File: src/rtl/channel_protocol_monitor.sv
// channel_protocol_monitor
//   Watches NCH independent valid/ready channels for protocol violations:
//   - drop:    a stalled channel lowers valid on the next cycle
//   - change:  a stalled channel alters its payload on the next cycle
//   - timeout: a channel stays stalled for TIMEOUT consecutive cycles
//              (present only when CHANNEL_MON_TIMEOUT_EN is defined)
//   Errors are reported one cycle after detection through a pulse, sticky
//   per-channel flags, a saturating cycle counter, and first-error capture.
// Ports:
//   clock, reset_n        clock, asynchronous active-low reset
//   ch_valid, ch_ready    per-channel handshake (NCH bits each)
//   ch_bits               per-channel payload, channel i at [i*W +: W]
//   err_clear             synchronous clear of all error reporting state
//   err_pulse             one-cycle pulse per cycle with new error(s)
//   err_sticky            channel i at [3i +: 3] = {timeout, change, drop}
//   err_count             saturating count of error cycles
//   first_ch, first_code  first error since reset/clear (code 1/2/3, 0 none)
module channel_protocol_monitor #(
  parameter int NCH     = 2,
  parameter int W       = 8,
  parameter int TIMEOUT = 16,
  parameter int CW      = 8
) (
  input  logic                                 clock,
  input  logic                                 reset_n,
  input  logic [NCH-1:0]                       ch_valid,
  input  logic [NCH-1:0]                       ch_ready,
  input  logic [NCH*W-1:0]                     ch_bits,
  input  logic                                 err_clear,
  output logic                                 err_pulse,
  output logic [3*NCH-1:0]                     err_sticky,
  output logic [CW-1:0]                        err_count,
  output logic [((NCH > 1) ? $clog2(NCH) : 1)-1:0] first_ch,
  output logic [1:0]                           first_code
);

  localparam int FW = (NCH > 1) ? $clog2(NCH) : 1;

  logic [NCH-1:0]   r_stall;
  logic [NCH*W-1:0] r_bits;

  logic [NCH-1:0]   w_stall;
  logic [NCH-1:0]   w_drop;
  logic [NCH-1:0]   w_chg;
  logic [NCH-1:0]   w_tmo;
  logic [3*NCH-1:0] w_new;
  logic             w_any;
  logic [FW-1:0]    w_fch;
  logic [1:0]       w_fcode;
  logic             w_found;

  assign w_stall = ch_valid & ~ch_ready;

`ifdef CHANNEL_MON_TIMEOUT_EN
  logic [NCH-1:0][7:0] r_cnt;

  // Timeout fires on the stalled cycle that moves the counter to TIMEOUT;
  // once saturated the counter no longer sits at TIMEOUT-1, so it cannot repeat.
  always_comb begin
    w_tmo = '0;
    for (int unsigned i = 0; i < NCH; i++)
      w_tmo[i] = w_stall[i] && (r_cnt[i] == 8'(TIMEOUT - 1));
  end

  always_ff @(posedge clock or negedge reset_n) begin
    if (!reset_n) begin
      r_cnt <= '0;
    end else begin
      for (int unsigned i = 0; i < NCH; i++) begin
        if (!w_stall[i])
          r_cnt[i] <= '0;
        else if (r_cnt[i] != 8'(TIMEOUT))
          r_cnt[i] <= r_cnt[i] + 8'd1;
      end
    end
  end
`else
  assign w_tmo = '0;
`endif

  always_comb begin
    w_drop  = '0;
    w_chg   = '0;
    w_new   = '0;
    w_fch   = '0;
    w_fcode = 2'd0;
    w_found = 1'b0;
    for (int unsigned i = 0; i < NCH; i++) begin
      w_drop[i] = r_stall[i] && !ch_valid[i];
      w_chg[i]  = r_stall[i] && ch_valid[i] &&
                  (ch_bits[i*W +: W] != r_bits[i*W +: W]);
      w_new[3*i +: 3] = {w_tmo[i], w_chg[i], w_drop[i]};
      // Ascending scan with a found flag: lowest channel index wins.
      if (!w_found && (w_drop[i] || w_chg[i] || w_tmo[i])) begin
        w_found = 1'b1;
        w_fch   = FW'(i);
        w_fcode = w_drop[i] ? 2'd1 : (w_chg[i] ? 2'd2 : 2'd3);
      end
    end
  end

  assign w_any = |w_new;

  always_ff @(posedge clock or negedge reset_n) begin
    if (!reset_n) begin
      r_stall    <= '0;
      r_bits     <= '0;
      err_pulse  <= 1'b0;
      err_sticky <= '0;
      err_count  <= '0;
      first_ch   <= '0;
      first_code <= 2'd0;
    end else begin
      r_stall <= w_stall;
      r_bits  <= ch_bits;
      if (err_clear) begin
        err_pulse  <= 1'b0;
        err_sticky <= '0;
        err_count  <= '0;
        first_ch   <= '0;
        first_code <= 2'd0;
      end else begin
        err_pulse  <= w_any;
        err_sticky <= err_sticky | w_new;
        if (w_any && (err_count != '1))
          err_count <= err_count + 1'b1;
        if (w_any && (first_code == 2'd0)) begin
          first_ch   <= w_fch;
          first_code <= w_fcode;
        end
      end
    end
  end

endmodule

File: config.mk
export PLATFORM = sky130hd
export DESIGN_NAME = channel_protocol_monitor
export DESIGN_NICKNAME = d
export VERILOG_FILES = /design/src/rtl/channel_protocol_monitor.sv
export SDC_FILE = /design/constraint.sdc
export NUM_CORES = 1
export LEC_CHECK = 0
export ABC_AREA = 1
export ABC_CLOCK_PERIOD_IN_PS = 2550
export CORE_ASPECT_RATIO = 1.1
export CORE_UTILIZATION = 52
export DETAILED_ROUTE_END_ITERATION = 8
export GPL_TIMING_DRIVEN = 0
export PLACE_DENSITY = 0.95
export SLEW_MARGIN = 0
export SYNTH_ARGS = -nofsm -noshare
export SYNTH_HDL_FRONTEND = slang
export SYNTH_SLANG_ARGS = --single-unit
File: constraint.sdc
create_clock -name clock -period 2.55 [get_ports clock]
set_input_delay 0.3825 -clock clock [delete_from_list [all_inputs] [get_ports clock]]
set_output_delay 0.3825 -clock clock [all_outputs]
set_load 0.02 [all_outputs]
==> run metrics, run 1 <==
post-layout min period=1820 ps; num rows=20; total number of vias=1255; Max Cap Viol=0; Initial Util=56.2%; P_leak=1.06 nW; CP required=2170 ps; Post-Route WL=3.04 mm; critical path class=register to output port; total CTS buffers=5; critical path data arrival time=1430 ps; port bufs=38; worst path bufs/invs=1; status=completed; hold violation count in the final report=0; CP startpoint=err_count[0]; drt first pass iters=4; clk sinks=34; share of cells above drive strength 1=6.38%; post-detail-place hpwl=2.30 mm; maximum clock frequency=551 MHz; Crit path largest cell delay=640 ps; post-CTS setup buffers=0; Power per Cell Area=522 nW/um^2; clock share of power=27.9%; GPL Wtd Cong=0.838; final worst-path cycle share=71.2%; sequential share of the synthesized area=53.5%; Clock Latency Late Sink=330 ps; crit path cell chain=clkdlybuf4s50_1; crit start category=register; Nets=258; maximum VDD drop=0.438 mV; Post-Synthesis Cell Area=1590 um^2; maximum fanout along the worst path=6; Layout fillers=199; synth top area cells=dfrtp_1 (54%), nand2_1 (13%), xnor2_1 (6.6%), inv_1 (6.4%), nor2_1 (5.0%); RR Startpoint=err_count[0]; Max Slew Vio Count=0; CP endpoint=err_count[0]; Hold Crit Class=primary input to async pin; placed cell area=2010 um^2; diode count=0; Crit-path slowest cell=clkdlybuf4s50_1; # hold bufs at CTS=0; height of the die=60.0 um; worst-case clock buffer depth=2; H-tree depth=2; Crit path max-delay family=buffers and inverters; Setup crit end kind=output port; final setup violation count=0; switching part of the total=26.9%; Slew @ Worst Pin=731 ps; drc violations=0; Synth Area per Inst=8.45 um^2; Worst R2R End=err_count[3]; setup TNS=0 ps; Syn. warnings=0; CTS resizes=0; # IOs=41; reg-to-reg slack, setup=1070 ps; Multi-input gate area=618 um^2; Cell variety after synth=18; area grow syn2layout=30.2%; Internal=0.790 mW; Slew HR=51.3%; clock root cell=clkbuf_4; 1st-iter DRT viols=34; Register Area=851 um^2; logic gate share of total power=17.7%; Psw=0.291 mW; skew final=6.65 ps; Placeable Area=2830 um^2; commonest non-fill, non-tap cell in the layout=nand2_1; number of global-route vias before repair=1211; share of the synthesized area in the top cell type=53.5%; first-pass GRT wire length=5.09 mm; R2R depth=8; Reg clk slew, reported paths=100 ps; Total Routing Usage GR=22.5%; Seq pwr share=54.4%; via density per instance=4.68; number of synthesized register bits=34; RSZ-0062 raised after global routing=no; die footprint=3280 um^2; die width=54.7 um; CTS tree=done; most frequent cells in the layout=nand2_1 (56), clkdlybuf4s50_1 (37), dfrtp_1 (34); cell taking the most area after synthesis=dfrtp_1; stages on the worst setup path=1; post-route cell area=2070 um^2; global route overflow=0; Post-DRT Antenna Nets=0; initial antenna violation count=0; DR WL/cell=11.3 um; pin count of the biggest net entering global routing=35; Synth Instances=188
power by group through the flow:
stage / clock, mW / sequential (mW) / combinational [mW]
global route: 0.332 / 0.592 / 0.214
floorplan: 0 / 0.611 / 0.0823
CTS: 0.309 / 0.588 / 0.193
detailed placement: 0 / 0.598 / 0.192
finish: 0.302 / 0.587 / 0.191
global placement: 0 / 0.596 / 0.186
worst min path at each step:
stage / slack (ps) / to / cells past startpoint / from
after floorplan: 90 / err_count[0] / 0 / reset_n
after global placement: 500 / first_ch / 2 / first_ch
after detailed placement: 480 / r_bits[4] / 1 / reset_n
after CTS: 110 / r_bits[2] / 1 / reset_n
after global routing: 130 / r_bits[15] / 1 / reset_n
final: 100 / r_bits[14] / 1 / reset_n
per-stage QoR:
step / cells / worst slack [ps] / util, % / power, mW / hold slack [ps]
finish: 268 / 735 / 73.2 / 1.08 / 101
global route: 268 / 671 / 73.2 / 1.14 / 130
CTS: 268 / 720 / 73.2 / 1.09 / 112
detailed placement: 260 / 597 / 71.1 / 0.790 / 479
global placement: 260 / 449 / 71.2 / 0.783 / 502
floorplan: 189 / 1110 / - / 0.694 / 86.9
metal layers:
metal | wire, um | share of wire [%] | global-route usage [%] | vias to the layer above
li1 | - | - | - | 661
met1 | 1300 | 43 | 26.0 | 566
met2 | 1560 | 51 | 38.2 | 24
met3 | 120 | 4.0 | 6.36 | 4
met4 | 47 | 1.5 | 8.79 | 0
met5 | 0 | 0 | 0 | -
state kept, by name, indices dropped and copies added (netlist names):
register,flops
err_count,8
err_pulse,1
err_sticky,4
first_ch,1
first_code,2
r_bits,16
r_stall,2
kinds of logic (layout without fill, tap and decap cells):
| family | Yosys count | after routing | share of synthesized area [%] |
|---|---|---|---|
| and+or+nand+nor | 102 | 102 | 28.1 |
| DFF | 34 | 34 | 53.5 |
| buffers and inverters | 31 | 77 | 7.80 |
| xor gates and xnor gates | 15 | 15 | 8.27 |
| AOI/OAI and AO/OA | 4 | 4 | 1.26 |
| adders and majority gates | 1 | 1 | 0.787 |
| other | 1 | 2 | 0.236 |
worst register-to-register path: stages, from the launching register on:
cell and delay [ps]:
dfrtp_1 460, ha_1 200, nand2_1 60, inv_1 110
nand3_1 170, nand2_4 180, nand2_4 90, nand2_1 70
nand2_1 50
cells in the mapped netlist:
master	instances
nand3_1	14
ha_1	1
xnor2_1	12
nand2_4	2
buf_4	2
nand3_4	1
xor2_1	3
inv_1	27
nand2_1	56
nand4_1	4
nor3_1	2
clkbuf_1	2
nand2_2	2
conb_1	1
a21oi_1	2
dfrtp_1	34
nor2_1	21
o21ai_0	2
final cells by class:
| cell class | count | area share [%] |
|---|---|---|
| Buffer | 4 | 1.09 |
| Inverter | 27 | 4.90 |
| Timing Repair Buffer | 38 | 18.1 |
| Sequential cell | 34 | 41.1 |
| Tap cell | 33 | 2.00 |
| Clock inverter | 1 | 0.242 |
| Clock buffer | 7 | 2.66 |
| Multi-Input combinational cell | 124 | 29.9 |
No activity file was read; power rests on OpenSTA's default activity.
==> run 2: changes to the inputs <==
Settings changed: ABC_CLOCK_PERIOD_IN_PS 2550 to 1500, CORE_UTILIZATION 52 to 43, PLACE_DENSITY 0.95 to 0.86.
Clock period 2.55 ns to 1.5 ns, I/O delays scaled along.
==> run metrics, run 2 (synthesized netlist as in run 1, its figures left out) <==
Worst Hold Depth=1; Nets=261 (was 258); maximum fanout along the worst path=5 (was 6); worst-case clock buffer depth=2 (unchanged); height of the die=65.8 um (was 60.0 um); status=completed (unchanged); total CTS buffers=5 (unchanged); H-tree depth=2 (unchanged); crit start category=register (unchanged); Hold Crit Class=primary input to register (was primary input to async pin); Max Slew Vio Count=0 (unchanged); num rows=22 (was 20); final worst-path cycle share=99.1%; RR Startpoint=r_bits[9] (was err_count[0]); die footprint=3940 um^2 (was 3280 um^2); hold path start=ch_bits[0]; maximum VDD drop=0.480 mV (was 0.438 mV); Post-Route WL=3.09 mm (was 3.04 mm); R2R depth=11 (was 8); skew final=9.62 ps (was 6.65 ps); Clock Latency Late Sink=340 ps (was 330 ps); drt first pass iters=4 (unchanged); clock root cell=clkbuf_4 (unchanged); Hold EP=r_bits[0]; via density per instance=4.57 (was 4.68); Setup crit end kind=register (was output port); post-detail-place hpwl=2.17 mm (was 2.30 mm); Max Cap Viol=0 (unchanged); critical path class=register to register (was register to output port); # IOs=41 (unchanged); largest registers=r_bits x16, err_count x8, err_sticky x4 (unchanged); Reg clk slew, reported paths=100 ps (about the same); DR WL/cell=10.8 um (was 11.3 um); post-route cell area=2120 um^2 (was 2070 um^2); share of cells above drive strength 1=8.40% (was 6.38%); hold violation count in the final report=0 (unchanged); port bufs=38 (unchanged); critical path data arrival time=1690 ps (was 1430 ps); RSZ-0062 raised after global routing=yes (was no); final setup violation count=0 (unchanged); Post-DRT Antenna Nets=0 (unchanged); die width=60.0 um (was 54.7 um); first-pass GRT wire length=5.22 mm (was 5.09 mm); global route overflow=0 (unchanged); max reg flops=16 (unchanged); pin count of the biggest net entering global routing=35 (unchanged); GPL Wtd Cong=0.852 (was 0.838); setup TNS=0 ps (unchanged); largest register by flop count=r_bits (unchanged); CP dominant cell by count=nand2_1; Crit path largest cell delay=390 ps (was 640 ps); Placeable Area=3440 um^2 (was 2830 um^2); clk sinks=34 (unchanged); Slew @ Worst Pin=722 ps (was 731 ps); reg-to-reg slack, setup=10 ps (was 1070 ps); most frequent cells in the layout=nand2_1 (55), dfrtp_1 (34), inv_1 (27) (was nand2_1 (56), clkdlybuf4s50_1 (37), dfrtp_1 (34)); area grow syn2layout=33.7% (was 30.2%); drc violations=0 (unchanged); P_leak=1.15 nW (was 1.06 nW); Final Total Pwr=1.85 mW (was 1.08 mW); post-layout min period=1490 ps; Crit-path slowest cell=dfrtp_1 (was clkdlybuf4s50_1); Core Util, Final=61.7% (was 73.2%); CP required=1700 ps (was 2170 ps); diode count=0 (unchanged); total number of vias=1307 (was 1255); Power per Cell Area=871 nW/um^2 (was 522 nW/um^2); Worst R2R End=err_count[1] (was err_count[3]); placed insts=275 (was 260); maximum clock frequency=673 MHz; CTS tree=done (unchanged); crit path cell chain=inv_1, nand2_1, nand2_1, nand2_1, nor2_1, nand2_1, nand2_2, nand3_4, buf_4, nand3_1, o21ai_0 (was clkdlybuf4s50_1); number of global-route vias before repair=1287 (was 1211); final cell count without fillers=286 (was 268); placed cell area=2030 um^2 (was 2010 um^2); Total Routing Usage GR=18.2% (was 22.5%); commonest non-fill, non-tap cell in the layout=nand2_1 (unchanged); Slew HR=51.8% (was 51.3%); 1st-iter DRT viols=33 (was 34); initial antenna violation count=0 (unchanged); Initial Util=46.2% (was 56.2%)
run 2: cell count changes in the layout (fill, tap and decap cells not counted):
cell / delta
dlymetal6s2s_1: +1
nand3_2: +1
nor2_1: -1
nand2_2: +1
dlygate4sd3_1: +1
dlygate4sd2_1: +15
buf_4: +2
nand3_1: -1
nand2_8: +2
nand2_4: -2
clkdlybuf4s50_1: -16
nand2_1: -1
nor2_2: +1
run 2: how the worst max path moves through the flow:
stage / from / end / depth (start not counted)
global route: r_bits[5] / err_count[1] / 11
detailed placement: ch_bits[8] / err_count[4] / 12
CTS: err_pulse / err_pulse / 1
finish: r_bits[9] / err_count[1] / 11
floorplan: err_count[0] / err_count[0] / 8
global placement: reset_n / r_bits[4] / 1
run 2: per-stage QoR:
stage | setup slack [ps] | hold WS, ps
after global routing | -130 | 362
after detailed placement | -286 | 331
final | 13.8 | 370
after CTS | 6.21 | 368
after floorplan | 62.3 | -70.6
after global placement | -503 | 479
run 2: routing by layer:
metal | part of all wire, % | GRT usage [%] | vias up
li1 | - | - | 667
met1 | 44 | 20.5 | 596
met2 | 49 | 30.4 | 38
met3 | 5.5 | 5.91 | 6
met4 | 2.2 | 8.72 | 0
met5 | 0 | 0 | -
run 2: worst max-delay path, delay by kind of cell (launching register included):
kind | cells | cell delay [ps]
flops | 1 | 390
buf+inv | 2 | 220
simple gates | 8 | 640
compound gates | 1 | 90
run 2: layout make-up:
cell class / instances / area (um^2)
Clock buffer: 7 / 55.1
Tap cell: 48 / 60.1
Timing Repair Buffer: 41 / 384
Inverter: 27 / 101
Buffer: 4 / 22.5
Sequential cell: 34 / 851
Multi-Input combinational cell: 124 / 646
Fill cell: 316 / 1320
Clock inverter: 1 / 5.00
run 2: power by group:
group | switching, mW | internal [mW]
clock | 0.294 | 0.227
sequential | 0.0342 | 0.963
combinational | 0.182 | 0.150
total | 0.510 | 1.34
run 2: repair_timing:
action | 4_1_cts | 5_1_grt
hold endpoints to repair | 34 | 0
pin swaps | 0 | 0
gates resized for setup | 15 | 6
hold buffers | 1 | 0
setup endpoints to repair | 15 | 12
setup buffers | 0 | 2
==> run 3: changes to the inputs <==
Settings changed: SLEW_MARGIN 0 to 20, TNS_END_PERCENT set to 10.
==> run metrics, run 3 (synthesized netlist as in run 1, its figures left out) <==
Total Routing Usage GR=17.9% (was 18.2%); Clock Latency Late Sink=330 ps (was 340 ps); Crit-path slowest cell=dfrtp_1 (unchanged); reg-to-reg slack, setup=-70 ps (was 10 ps); violated checks=negative setup slack; RSZ-0062 raised after global routing=yes (unchanged); logic gate share of total power=18.2% (was 17.9%); final worst-path cycle share=104% (was 99.1%); GPL Wtd Cong=0.852 (unchanged); Power per Cell Area=859 nW/um^2 (was 871 nW/um^2); clock share of power=27.6% (was 28.2%); share of cells above drive strength 1=8.79% (was 8.40%); port bufs=38 (unchanged); height of the die=65.8 um (unchanged); Final Total Pwr=1.84 mW (was 1.85 mW); critical path class=register to register (unchanged); first-pass GRT wire length=5.15 mm (was 5.22 mm); R2R depth=8 (was 11); Crit path largest cell delay=460 ps (was 390 ps); post-detail-place hpwl=2.26 mm (was 2.17 mm); drc violations=0 (unchanged); global route overflow=0 (unchanged); Worst R2R End=err_count[3] (was err_count[1]); diode count=0 (unchanged); Max Cap Viol=0 (unchanged); Post-Route WL=3.09 mm (about the same); total number of vias=1316 (was 1307); P_leak=1.16 nW (was 1.15 nW); initial antenna violation count=0 (unchanged); maximum clock frequency=638 MHz (was 673 MHz); Crit path max-delay family=simple AND/OR/NAND/NOR gates (unchanged); worst-case clock buffer depth=2 (unchanged); die footprint=3940 um^2 (unchanged); final setup violation count=6 (was 0); setup ws final=-67.2 ps (was 13.8 ps); largest register by flop count=r_bits (unchanged); commonest non-fill, non-tap cell in the layout=nand2_1 (unchanged); clock root cell=clkbuf_4 (unchanged); placed insts=276 (was 275); switching part of the total=27.0% (was 27.6%); CTS tree=done (unchanged); CP dominant cell by count=nand2_1 (unchanged); worst path bufs/invs=1 (was 2); Nets=262 (was 261); post-layout min period=1570 ps (was 1490 ps); placed cell area=2060 um^2 (was 2030 um^2); Setup crit end kind=register (unchanged); Post-DRT Antenna Nets=0 (unchanged); max reg flops=16 (unchanged); num rows=22 (unchanged); CP startpoint=err_count[0] (was r_bits[9]); Hold Crit Class=primary input to async pin (was primary input to register); clk sinks=34 (unchanged); Psw=0.498 mW (was 0.510 mW); Initial Util=46.2% (unchanged); via density per instance=4.59 (was 4.57); Internal=1.34 mW (about the same); setup TNS=-323 ps (was 0 ps); Seq pwr share=54.2% (was 53.9%); status=finished, violations left (was completed); Max Slew Vio Count=0 (unchanged); number of global-route vias before repair=1259 (was 1287); drt first pass iters=4 (unchanged); area grow syn2layout=34.9% (was 33.7%); Reg clk slew, reported paths=100 ps (about the same); Placeable Area=3440 um^2 (unchanged); crit start category=register (unchanged); total CTS buffers=5 (unchanged); skew final=7.42 ps (was 9.62 ps); 1st-iter DRT viols=33 (unchanged); largest registers=r_bits x16, err_count x8, err_sticky x4 (unchanged); RR Startpoint=err_count[0] (was r_bits[9]); DR WL/cell=10.7 um (was 10.8 um); hold violation count in the final report=0 (unchanged); H-tree depth=2 (unchanged); post-route cell area=2140 um^2 (was 2120 um^2); CP required=1720 ps (was 1700 ps); maximum VDD drop=0.516 mV (was 0.480 mV); final cell count without fillers=287 (was 286); maximum fanout along the worst path=6 (was 5); die width=60.0 um (unchanged); most frequent cells in the layout=nand2_1 (54), dfrtp_1 (34), inv_1 (27) (was nand2_1 (55), dfrtp_1 (34), inv_1 (27)); critical path data arrival time=1790 ps (was 1690 ps); pin count of the biggest net entering global routing=22 (was 35); crit path cell chain=ha_1, nand2_1, inv_1, nand3_2, nand2_8, nand2_4, nand2_1, nand2_1 (was inv_1, nand2_1, nand2_1, nand2_1, nor2_1, nand2_1, nand2_2, nand3_4, buf_4, nand3_1, o21ai_0); # IOs=41 (unchanged)
==> run 3: cell types whose count changed in the layout (fill, tap and decap cells not counted) <==
| cell | change |
|---|---|
| dlymetal6s2s_1 | -1 |
| nand2_8 | -1 |
| o21ai_1 | +1 |
| nand2_2 | +1 |
| buf_4 | -1 |
| o21ai_0 | -1 |
| nor2_1 | +1 |
| buf_16 | +1 |
| nor2_2 | -1 |
| nand2_4 | +2 |
| nand2_1 | -1 |
| dlygate4sd2_1 | +1 |
==> run 3: power by group through the flow <==
stage | logic [mW] | registers [mW] | clock network (mW)
2_1_floorplan | 0.140 | 1.04 | 0
3_3_place_gp | 0.320 | 1.01 | 0
3_5_place_dp | 0.336 | 1.02 | 0
4_1_cts | 0.324 | 0.997 | 0.533
5_1_grt | 0.376 | 1.00 | 0.584
6_report | 0.335 | 0.998 | 0.508
==> run 3: how the worst max path moves through the flow <==
stage,endpoint,slack (ps),depth (start not counted)
2_1_floorplan,err_count[0],60,8
3_3_place_gp,r_bits[4],-500,1
3_5_place_dp,err_count[4],-290,12
4_1_cts,err_count[3],20,10
5_1_grt,err_count[3],-200,8
6_report,err_count[3],-70,8
==> run 3: through the flow <==
step,hold WS (ps),util [%],setup WS [ps]
CTS,318,61.3,16.1
global placement,479,59.1,-503
floorplan,-70.6,-,62.3
finish,320,62.3,-67.2
detailed placement,153,59.7,-295
global route,339,62.3,-198
==> run 3: what timing repair did <==
action / 4_1_cts / 5_1_grt
cloned: 0 / 1
gates resized for setup: 17 / 4
hold buffers: 1 / 0
endpoints found under the hold margin: 13 / 0
buffers inserted: 0 / 1
pin swaps: 1 / 3
setup endpoints to repair: 19 / 11
==> run 3: layout make-up <==
type,instances,area [um^2]
buffer,4,22.5
clock buffer,7,55.1
clock inverter,1,5.00
timing repair buffer,41,400
inverter,27,101
multi-input combinational,125,648
sequential,34,851
fill,306,1300
tap,48,60.1
==> run 3: routing by layer <==
metal,up-vias,GRT usage [%],wire length (um)
li1,666,-,-
met1,604,21.4,1350
met2,39,27.8,1460
met3,7,7.09,202
met4,0,8.43,70
met5,-,0,0
